<file path="config.mk">
export PLATFORM = sky130hd
export DESIGN_NAME = mdio_phy_responder
export DESIGN_NICKNAME = d
export VERILOG_FILES = /design/src/rtl/mdio_phy_responder.sv
export SDC_FILE = /design/constraint.sdc
export NUM_CORES = 1
export LEC_CHECK = 0
export ABC_AREA = 1
export CAP_MARGIN = 0
export CORE_MARGIN = 8
export CORE_UTILIZATION = 45
export DETAILED_ROUTE_END_ITERATION = 16
export PLACE_DENSITY = 0.59
export SLEW_MARGIN = 20
export SYNTH_ARGS = -nofsm -noshare
export SYNTH_HDL_FRONTEND = slang
export SYNTH_SLANG_ARGS = --single-unit
</file>
<file path="constraint.sdc">
create_clock -name clk -period 23.3 [get_ports clk]
set_clock_uncertainty 0.2 [all_clocks]
set_input_delay 2.33 -clock clk [delete_from_list [all_inputs] [get_ports clk]]
set_output_delay 2.33 -clock clk [all_outputs]
set_load 0.05 [all_outputs]
</file>
<file path="src/rtl/mdio_phy_responder.sv">
// mdio_phy_responder: Clause 22 MDIO PHY responder with 32x16 register file; define MDIO_PREAMBLE_SUPPRESS_EN to accept frames without preamble
module mdio_phy_responder #(
    parameter logic [4:0]  PHY_ADDR     = 5'd1,
    parameter int          PREAMBLE_LEN = 32,
    parameter logic [15:0] PHY_ID1      = 16'h0141,
    parameter logic [15:0] PHY_ID2      = 16'h0CC2
) (
    input  logic        clk,
    input  logic        rst,
    input  logic        mdc,
    input  logic        mdio_i,
    output logic        mdio_o,
    output logic        mdio_oe,
    output logic        wr_strobe,
    output logic [4:0]  wr_regad,
    output logic [15:0] wr_data,
    output logic        rd_strobe,
    output logic        frame_err,
    output logic [15:0] ctrl_reg
);
`ifdef MDIO_PREAMBLE_SUPPRESS_EN
    localparam logic SUPPRESS = 1'b1;
`else
    localparam logic SUPPRESS = 1'b0;
`endif
    localparam int PW = $clog2(PREAMBLE_LEN + 1);
    localparam logic [PW-1:0] PMAX = PW'(PREAMBLE_LEN);
    typedef enum logic [2:0] {IDLE, ST1, OP, PHYAD, REGAD, TA, DATA} state_t;
    state_t state, state_n;
    logic [1:0] mdc_s, mdio_s;
    logic mdc_d, mdc_rise, din, last;
    logic [PW-1:0] pre_cnt;
    logic [3:0] cnt, phy;
    logic [4:0] regad;
    logic op0, is_rd, skip;
    logic [15:0] sh, wd;
    logic [15:0] regs [32];
    logic err_n, wr_n, rd_n, oe_n, o_n;
    assign mdc_rise = mdc_s[1] & ~mdc_d;
    assign din = mdio_s[1];
    assign last = cnt == 4'd15;
    assign wd = {sh[14:0], din};
    assign ctrl_reg = regs[0];
    function automatic logic [15:0] rst_val(input int i);
        return i == 0 ? 16'h1140 : i == 1 ? 16'h7949 : i == 2 ? PHY_ID1 : i == 3 ? PHY_ID2 : 16'h0;
    endfunction
    always_ff @(posedge clk or posedge rst)
        if (rst)
            state <= IDLE;
        else
            state <= state_n;
    always_comb begin
        state_n = state;
        if (mdc_rise)
            case (state)
                IDLE:    state_n = (!din && (SUPPRESS || pre_cnt == PMAX)) ? ST1 : IDLE;
                ST1:     state_n = din ? OP : IDLE;
                OP:      state_n = !cnt[0] ? OP : (op0 != din) ? PHYAD : IDLE;
                PHYAD:   state_n = cnt == 4'd4 ? REGAD : PHYAD;
                REGAD:   state_n = cnt == 4'd4 ? TA : REGAD;
                TA:      state_n = (!cnt[0] && !is_rd && !din) ? IDLE : cnt[0] ? DATA : TA;
                DATA:    state_n = last ? IDLE : DATA;
                default: state_n = IDLE;
            endcase
    end
    always_comb begin
        err_n = 1'b0;
        wr_n = 1'b0;
        rd_n = 1'b0;
        oe_n = mdio_oe;
        o_n = mdio_o;
        if (mdc_rise)
            case (state)
                ST1: err_n = !din;
                OP:  err_n = cnt[0] && op0 == din;
                TA: begin
                    err_n = !cnt[0] && !is_rd && !din;
                    oe_n = is_rd && !skip;
                    o_n = cnt[0] && is_rd && !skip && sh[15];
                end
                DATA: begin
                    wr_n = last && !is_rd && !skip;
                    rd_n = last && is_rd && !skip;
                    oe_n = !last && is_rd && !skip;
                    o_n = !last && is_rd && !skip && sh[15];
                end
                default: ;
            endcase
    end
    // Field shift registers load on every edge of their state; only the final edge's value matters.
    always_ff @(posedge clk or posedge rst)
        if (rst) begin
            mdc_s <= '0;
            mdio_s <= '0;
            mdc_d <= 1'b0;
            pre_cnt <= '0;
            cnt <= '0;
            phy <= '0;
            regad <= '0;
            op0 <= 1'b0;
            is_rd <= 1'b0;
            skip <= 1'b0;
            sh <= '0;
            mdio_o <= 1'b0;
            mdio_oe <= 1'b0;
            wr_strobe <= 1'b0;
            rd_strobe <= 1'b0;
            frame_err <= 1'b0;
            wr_regad <= '0;
            wr_data <= '0;
        end else begin
            mdc_s <= {mdc_s[0], mdc};
            mdio_s <= {mdio_s[0], mdio_i};
            mdc_d <= mdc_s[1];
            mdio_o <= o_n;
            mdio_oe <= oe_n;
            wr_strobe <= wr_n;
            rd_strobe <= rd_n;
            frame_err <= err_n;
            if (wr_n) begin
                wr_regad <= regad;
                wr_data <= wd;
            end
            if (mdc_rise) begin
                cnt <= state_n != state ? 4'd0 : cnt + 4'd1;
                if (state == IDLE)
                    pre_cnt <= !din ? '0 : pre_cnt == PMAX ? pre_cnt : pre_cnt + PW'(1);
                if (state == OP) begin
                    op0 <= din;
                    is_rd <= op0;
                end
                if (state == PHYAD) begin
                    phy <= {phy[2:0], din};
                    skip <= {phy, din} != PHY_ADDR;
                end
                if (state == REGAD) begin
                    regad <= {regad[3:0], din};
                    sh <= regs[{regad[3:0], din}];
                end
                if ((state == TA && cnt[0]) || state == DATA)
                    sh <= {sh[14:0], din};
            end
        end
    // Soft reset: a committed reg0 bit15 reloads every register on the following clk.
    always_ff @(posedge clk or posedge rst)
        if (rst)
            for (int i = 0; i < 32; i++)
                regs[i] <= rst_val(i);
        else if (regs[0][15])
            for (int i = 0; i < 32; i++)
                regs[i] <= rst_val(i);
        else if (wr_n && (regad == 5'd0 || regad > 5'd3))
            regs[regad] <= wd;
endmodule

</file>
==> metrics.txt, run 1 <==
# TYPE chip_impl_metric gauge
chip_impl_info{name="run_status",value="finished, final reports clean"} 1
chip_impl_metric{name="dr_total_vias",unit=""} 24700
chip_impl_metric{name="layout.area.seq",unit="um2"} 14700
chip_impl_metric{name="start_util",unit="%"} 45.2
chip_impl_metric{name="antenna_found_initial",unit=""} 1
chip_impl_info{name="cts_root_buf",value="clkbuf_16"} 1
chip_impl_metric{name="finish.net_count",unit=""} 3441
chip_impl_metric{name="crit_arrival",unit="ns"} 5.27
chip_impl_metric{name="fillerInstances",unit=""} 6091
chip_impl_metric{name="maximum_number_of_pins_on_one_net_before_global_route_repair",unit=""} 167
chip_impl_metric{name="first_global_vias",unit=""} 23700
chip_impl_info{name="netlist.top_cell.by_area",value="dfrtp_1"} 1
chip_impl_metric{name="top_level_ports",unit=""} 46
chip_impl_metric{name="gp_routability_congestion",unit=""} 0.954
chip_impl_metric{name="largest_reg_flops",unit=""} 496
chip_impl_metric{name="syn_nets",unit=""} 3582
chip_impl_metric{name="cts_made_buffers",unit=""} 67
chip_impl_info{name="top_register",value="regs"} 1
chip_impl_metric{name="post-dp-hpwl",unit="um"} 58700
chip_impl_metric{name="reg2reg_slack",unit="ns"} 18.63
chip_impl_metric{name="drt-wirelength-per-cell",unit="um"} 21.8
chip_impl_metric{name="hold_violations",unit=""} 0
chip_impl_metric{name="track_usage",unit="%"} 26.3
chip_impl_metric{name="yosysSeqAreaShare",unit="%"} 51.9
chip_impl_metric{name="postLayoutCoreUtil",unit="%"} 49.5
chip_impl_metric{name="tightestPinTransition",unit="ns"} 1.15
chip_impl_metric{name="ys_ff_latch",unit=""} 584
chip_impl_metric{name="power_leakage",unit="nW"} 14.3
chip_impl_metric{name="syn_inst",unit=""} 3574
chip_impl_metric{name="grt_remaining_overflow",unit=""} 0
chip_impl_info{name="crit_type",value="input port to async pin"} 1
chip_impl_metric{name="timing_max_transition_violations_final",unit=""} 0
chip_impl_metric{name="post_route_cells_drive_above_1_share",unit="%"} 6.17
chip_impl_metric{name="cts_htree_levels",unit=""} 3
chip_impl_metric{name="max-clock-path-buffers",unit=""} 3
chip_impl_metric{name="yosys_warnings",unit=""} 0
chip_impl_info{name="worstSetupEndpointType",value="async pin"} 1
chip_impl_metric{name="maxClockFrequency",unit="GHz"} 0.206
chip_impl_info{name="cell_with_the_most_instances_after_synthesis",value="nand2_1"} 1
chip_impl_metric{name="hold_buffers",unit=""} 0
chip_impl_metric{name="synthesis.area",unit="um2"} 28200
chip_impl_metric{name="placement_rows",unit=""} 92
chip_impl_metric{name="crit_required",unit="ns"} 23.72
chip_impl_metric{name="synth_async_sr_flop_share",unit="%"} 100
chip_impl_metric{name="grt_pass1_wl",unit="um"} 145000
chip_impl_metric{name="viasPerCell",unit=""} 5.71
chip_impl_info{name="netlist_top_cells_area",value="dfrtp_1 (50%), nand2_1 (16%), o21ai_0 (7.4%), nand3_1 (5.8%), inv_1 (3.8%)"} 1
chip_impl_metric{name="core_area",unit="um2"} 62500
chip_impl_metric{name="irDropWorstVdd",unit="mV"} 0.0611
chip_impl_metric{name="die_area",unit="um2"} 71000
chip_impl_metric{name="total_negative_slack_for_setup_checks",unit="ns"} 0
chip_impl_metric{name="drtAntennaViolNets",unit=""} 0
chip_impl_metric{name="clk_latency",unit="ns"} 0.61
chip_impl_info{name="regToRegEndpoint",value="regs[442]$_DFFE_PP0P_"} 1
chip_impl_metric{name="worst_slew_margin_rel",unit="%"} 23.5
chip_impl_metric{name="post-route-min-period",unit="ns"} 4.85
chip_impl_metric{name="finalSetupViolations",unit=""} 0
chip_impl_metric{name="port_buffers",unit=""} 45
chip_impl_metric{name="multi_input_comb_area",unit="um2"} 11200
chip_impl_info{name="timing.critical_path.from",value="rst"} 1
chip_impl_metric{name="power_per_cell_area",unit="nW/um2"} 88.0
chip_impl_metric{name="r2r.worst_path.cells",unit=""} 6
chip_impl_metric{name="clk_pin_slew_worst_paths",unit="ns"} 0.06
chip_impl_info{name="setup.worst_path.start_class",value="input port"} 1
chip_impl_metric{name="firstDrtPassIters",unit=""} 6
chip_impl_metric{name="totalWireLength",unit="um"} 94200
chip_impl_metric{name="die-height",unit="um"} 266
chip_impl_info{name="grt_setup_unrepaired",value="false"} 1
chip_impl_metric{name="number_of_flops_mapped_to_enable_cells_by_yosys",unit=""} 0
chip_impl_metric{name="syn_to_final_growth",unit="%"} 9.69
chip_impl_info{name="r2r-start",value="ctrl_reg[15]$_DFFE_PP0P_"} 1
chip_impl_info{name="ys_top_cells_by_count",value="nand2_1 (1186), dfrtp_1 (565), o21ai_0 (416), nand3_1 (327), inv_1 (287)"} 1
chip_impl_metric{name="post_cts.repair.setup_buffers",unit=""} 0
chip_impl_metric{name="cts_resized",unit=""} 0
chip_impl_metric{name="max_cap_violations",unit=""} 0
chip_impl_metric{name="path_max_fanout",unit=""} 132
chip_impl_metric{name="first_iter_violations",unit=""} 3184
chip_impl_info{name="cts_tree",value="built"} 1
chip_impl_info{name="min_path_type",value="flop to flop"} 1
chip_impl_metric{name="drc",unit=""} 0
chip_impl_metric{name="fin_worst_hold_slack",unit="ns"} 0.146
chip_impl_info{name="setup.worst_path.end",value="regs[448]$_DFFE_PP0P_"} 1
chip_impl_metric{name="post_synth.cell_area_avg",unit="um2"} 7.90
chip_impl_metric{name="synth_largest_type_area_fraction",unit="%"} 50.1
chip_impl_info{name="main_synth_ff_type",value="dfrtp_1"} 1
chip_impl_metric{name="post-route-period-util",unit="%"} 20.8
chip_impl_metric{name="post_synth_num_cell_types",unit=""} 42
chip_impl_metric{name="die_width",unit="um"} 266
chip_impl_metric{name="clock-sinks",unit=""} 584
==> power breakdown <==
| part | switching [mW] | internal (mW) | total, mW |
|---|---|---|---|
| Sequential | 0.0707 | 1.04 | 1.11 |
| Clock | 0.435 | 0.626 | 1.06 |
| Combinational | 0.471 | 0.0846 | 0.555 |
==> cell usage in the layout, fill, tap and decap left out, types with 3 or more instances in the layout <==
cell and instances:
a21oi_1 36, a22oi_1 22, buf_4 33, bufinv_16 3
clkbuf_1 15, clkbuf_16 68, clkbuf_8 17, clkdlybuf4s50_1 45
clkinv_2 8, dfrtp_1 561, dfrtp_4 3, dfstp_2 19
ha_1 4, inv_1 285, inv_2 7, inv_6 6
nand2_1 1184, nand2_2 8, nand3_1 326, nand3_2 3
nand4_1 24, nor2_1 83, nor2_2 4, nor2_4 3
nor3_1 8, nor4_1 4, o21ai_0 416, o21ai_1 13
o22ai_1 96, o31ai_1 136, or2_2 15
==> worst min-delay path by stage <==
stage                                endpoint                 from  depth (start not counted)
final                     mdio_s[1]$_DFF_PP0_  mdio_s[0]$_DFF_PP0_                          0
after global routing      mdio_s[1]$_DFF_PP0_  mdio_s[0]$_DFF_PP0_                          0
after CTS                 mdio_s[1]$_DFF_PP0_  mdio_s[0]$_DFF_PP0_                          0
after detailed placement  mdio_s[1]$_DFF_PP0_  mdio_s[0]$_DFF_PP0_                          0
after global placement     mdc_s[1]$_DFF_PP0_   mdc_s[0]$_DFF_PP0_                          0
after floorplan            mdc_s[1]$_DFF_PP0_   mdc_s[0]$_DFF_PP0_                          0
==> kinds of logic after synthesis <==
| group | after synthesis | synth area share, % |
|---|---|---|
| adders and majority gates | 4 | 0.177 |
| AOI/OAI and AO/OA | 724 | 14.7 |
| xor gates and xnor gates | 3 | 0.0931 |
| buffers and inverters | 588 | 8.61 |
| DFF | 584 | 51.9 |
| and+or+nand+nor | 1671 | 24.5 |
==> metal layers <==
layer	vias to the layer above	wire, um	GRT usage [%]
met5	-	9	0
met4	2	3800	10.2
met3	190	7370	4.94
met2	1014	41700	39.7
met1	12100	41200	37.4
li1	11400	-	-
==> metrics by stage <==
stage	cells	power, mW	worst slack (ns)	instance area (um2)
detailed placement	4209	1.67	17.56	28700
CTS	4327	2.72	18.18	30900
global placement	4209	1.66	17.66	28700
global route	4328	2.81	17.99	31000
finish	4329	2.72	18.45	31000
floorplan	3574	1.43	4.46	28200
==> final cells by class <==
| type | instances | share of cell area [%] |
|---|---|---|
| Multi-Input combinational cell | 2402 | 36.1 |
| Clock inverter | 18 | 0.643 |
| Antenna cell | 1 | 0.00808 |
| Inverter | 297 | 3.66 |
| Tap cell | 846 | 3.42 |
| Sequential cell | 584 | 47.3 |
| Clock buffer | 100 | 6.43 |
| Timing Repair Buffer | 81 | 2.44 |
==> worst max-delay path, stage by stage <==
cell             delay [ns]
clkdlybuf4s50_1        0.49
inv_8                  0.67
buf_4                  0.81
buf_4                  0.83
Power figures use the tool's default switching activity.
==> run 2, diff against run 1 <==
==> constraint.sdc (replaced) <==
create_clock -name clk -period 4.67 [get_ports clk]
set_clock_uncertainty 0.2 [all_clocks]
set_input_delay 0.467 -clock clk [delete_from_list [all_inputs] [get_ports clk]]
set_output_delay 0.467 -clock clk [all_outputs]
set_load 0.05 [all_outputs]
==> metrics.txt, run 2 (synthesis gave the netlist of run 1 again) <==
# TYPE chip_impl_metric gauge
chip_impl_info{name="run_status",value="finished, final reports clean"} 1
chip_impl_metric{name="reg2reg_slack",unit="ns"} 0.94
chip_impl_metric{name="firstDrtPassIters",unit=""} 6
chip_impl_metric{name="count_of_buffer_and_inverter_cells_on_the_critical_path",unit=""} 3
chip_impl_metric{name="clk_latency",unit="ns"} 0.62
chip_impl_info{name="top_register",value="regs"} 1
chip_impl_metric{name="totalWireLength",unit="um"} 97300
chip_impl_metric{name="post-route-period-util",unit="%"} 79.8
chip_impl_metric{name="post-route-min-period",unit="ns"} 3.73
chip_impl_info{name="r2r-start",value="regad[3]$_DFFE_PP0P_"} 1
chip_impl_info{name="final_cell_mix",value="nand2_1 (1186), dfrtp_1 (561), o21ai_0 (416)"} 1
chip_impl_info{name="cts_tree",value="built"} 1
chip_impl_info{name="cpMaxStageDelayCell",value="dfrtp_1"} 1
chip_impl_metric{name="post-dp-hpwl",unit="um"} 61000
chip_impl_metric{name="crit_arrival",unit="ns"} 3.99
chip_impl_metric{name="finalSetupViolations",unit=""} 0
chip_impl_metric{name="finish.net_count",unit=""} 3460
chip_impl_metric{name="numPlacedInstances",unit=""} 4228
chip_impl_metric{name="die_area",unit="um2"} 71000
chip_impl_metric{name="timing_max_transition_violations_final",unit=""} 0
chip_impl_metric{name="first_iter_violations",unit=""} 3161
chip_impl_metric{name="drc",unit=""} 0
chip_impl_metric{name="hold_buffers",unit=""} 0
chip_impl_metric{name="max-clock-path-buffers",unit=""} 3
chip_impl_metric{name="port_buffers",unit=""} 45
chip_impl_info{name="regToRegEndpoint",value="regs[375]$_DFFE_PP0P_"} 1
chip_impl_metric{name="clock-sinks",unit=""} 584
chip_impl_metric{name="die_width",unit="um"} 266
chip_impl_metric{name="hold_violations",unit=""} 0
chip_impl_metric{name="tightestPinTransition",unit="ns"} 1.03
chip_impl_metric{name="maximum_number_of_pins_on_one_net_before_global_route_repair",unit=""} 208
chip_impl_metric{name="path_max_fanout",unit=""} 23
chip_impl_metric{name="total_negative_slack_for_setup_checks",unit="ns"} 0
chip_impl_metric{name="die-height",unit="um"} 266
chip_impl_metric{name="r2r.worst_path.cells",unit=""} 9
chip_impl_metric{name="power_per_cell_area",unit="nW/um2"} 443
chip_impl_metric{name="maxClockFrequency",unit="GHz"} 0.268
chip_impl_metric{name="layout_cells_excl_fill",unit=""} 4350
chip_impl_metric{name="placement_rows",unit=""} 92
chip_impl_metric{name="grt_remaining_overflow",unit=""} 0
chip_impl_metric{name="max_cap_violations",unit=""} 0
chip_impl_info{name="worstSetupEndpointType",value="flop"} 1
chip_impl_metric{name="power_leakage",unit="nW"} 14.5
chip_impl_info{name="setup.worst_path.end",value="regs[375]$_DFFE_PP0P_"} 1
chip_impl_metric{name="cts_htree_levels",unit=""} 3
chip_impl_metric{name="postPlaceCellArea",unit="um2"} 29000
chip_impl_metric{name="top_level_ports",unit=""} 46
chip_impl_metric{name="post-layout-total-power",unit="mW"} 13.9
chip_impl_metric{name="core_area",unit="um2"} 62500
chip_impl_info{name="timing.critical_path.max_delay_family",value="simple AND/OR/NAND/NOR gates"} 1
chip_impl_info{name="grt_setup_unrepaired",value="false"} 1
chip_impl_info{name="timing.critical_path.from",value="regad[3]$_DFFE_PP0P_"} 1
chip_impl_metric{name="final_design_area_no_fill",unit="um2"} 31300
chip_impl_metric{name="path_depth",unit=""} 9
chip_impl_info{name="cp_cell_sequence",value="inv_1, nor2_1, inv_1, nor2_1, inv_1, nor2_1, nand2_1, nand2_1, o21ai_0"} 1
chip_impl_info{name="cts_root_buf",value="clkbuf_16"} 1
chip_impl_metric{name="post_cts.repair.setup_buffers",unit=""} 0
chip_impl_info{name="min_path_type",value="input port to flop"} 1
chip_impl_metric{name="gp_routability_congestion",unit=""} 0.914
chip_impl_metric{name="fin_worst_hold_slack",unit="ns"} 0.0919
chip_impl_metric{name="irDropWorstVdd",unit="mV"} 0.371
chip_impl_info{name="setup.worst_path.start_class",value="flop"} 1
chip_impl_metric{name="grt_pass1_wl",unit="um"} 150000
chip_impl_info{name="final_common_cell",value="nand2_1"} 1
chip_impl_metric{name="track_usage",unit="%"} 27.2
chip_impl_metric{name="viasPerCell",unit=""} 5.74
chip_impl_metric{name="drt-wirelength-per-cell",unit="um"} 22.4
chip_impl_metric{name="timing.critical_path.slowest_cell_delay",unit="ns"} 0.84
chip_impl_metric{name="cts_made_buffers",unit=""} 68
chip_impl_metric{name="syn_to_final_growth",unit="%"} 10.9
chip_impl_metric{name="crit_required",unit="ns"} 4.94
chip_impl_metric{name="largest_reg_flops",unit=""} 496
chip_impl_metric{name="start_util",unit="%"} 45.2
chip_impl_metric{name="clk_pin_slew_worst_paths",unit="ns"} 0.06
chip_impl_metric{name="drtAntennaViolNets",unit=""} 0
chip_impl_info{name="crit_type",value="flop to flop"} 1
chip_impl_metric{name="post_route_cells_drive_above_1_share",unit="%"} 6.71
chip_impl_metric{name="cts_resized",unit=""} 0
chip_impl_metric{name="dr_total_vias",unit=""} 25000
chip_impl_metric{name="antenna_found_initial",unit=""} 2
chip_impl_metric{name="worst_slew_margin_rel",unit="%"} 31.4
chip_impl_metric{name="first_global_vias",unit=""} 24100
run 2: metal layers:
layer	track usage, %	vias up	routed length (um)
met5	0	-	0
li1	-	11400	-
met2	42.3	1063	44400
met3	5.29	240	8020
met4	10.7	0	4090
met1	37.4	12300	40800
run 2: area by class of cell:
type                    instances  area, um2
fillers                      6106      31200
flip-flops and latches        584      14700
multi-input cells            2402      11200
clock buffers                  98       2010
inverters                     297       1130
well taps                     846       1060
repair buffers                 99       1010
clock inverters                23        273
diodes                          1       2.50
run 2: worst min path at each step:
| stage | end | slack, ns | cells after the start | startpoint |
|---|---|---|---|---|
| final | mdc_s[0]$_DFF_PP0_ | 0.09 | 1 | mdc |
| after global routing | mdc_s[0]$_DFF_PP0_ | 0.07 | 1 | mdc |
| after CTS | mdc_s[0]$_DFF_PP0_ | 0.06 | 1 | mdc |
| after detailed placement | mdc_s[1]$_DFF_PP0_ | 0.13 | 0 | mdc_s[0]$_DFF_PP0_ |
| after global placement | mdc_s[1]$_DFF_PP0_ | 0.13 | 0 | mdc_s[0]$_DFF_PP0_ |
| after floorplan | mdc_s[1]$_DFF_PP0_ | 0.13 | 0 | mdc_s[0]$_DFF_PP0_ |
run 2: where the power goes:
| part | switching (mW) | leakage [nW] | internal [mW] |
|---|---|---|---|
| clock network | 2.19 | 1.13 | 3.27 |
| logic | 2.32 | 5.28 | 0.467 |
| registers | 0.422 | 8.05 | 5.17 |
run 2: stage by stage:
stage          utilization, %  worst slack [ns]
5_1_grt                  50.1             0.695
6_report                 50.1             0.944
4_1_cts                  50.0              1.06
3_3_place_gp             46.4              1.10
3_5_place_dp             46.4              1.08
2_1_floorplan               -             -3.94
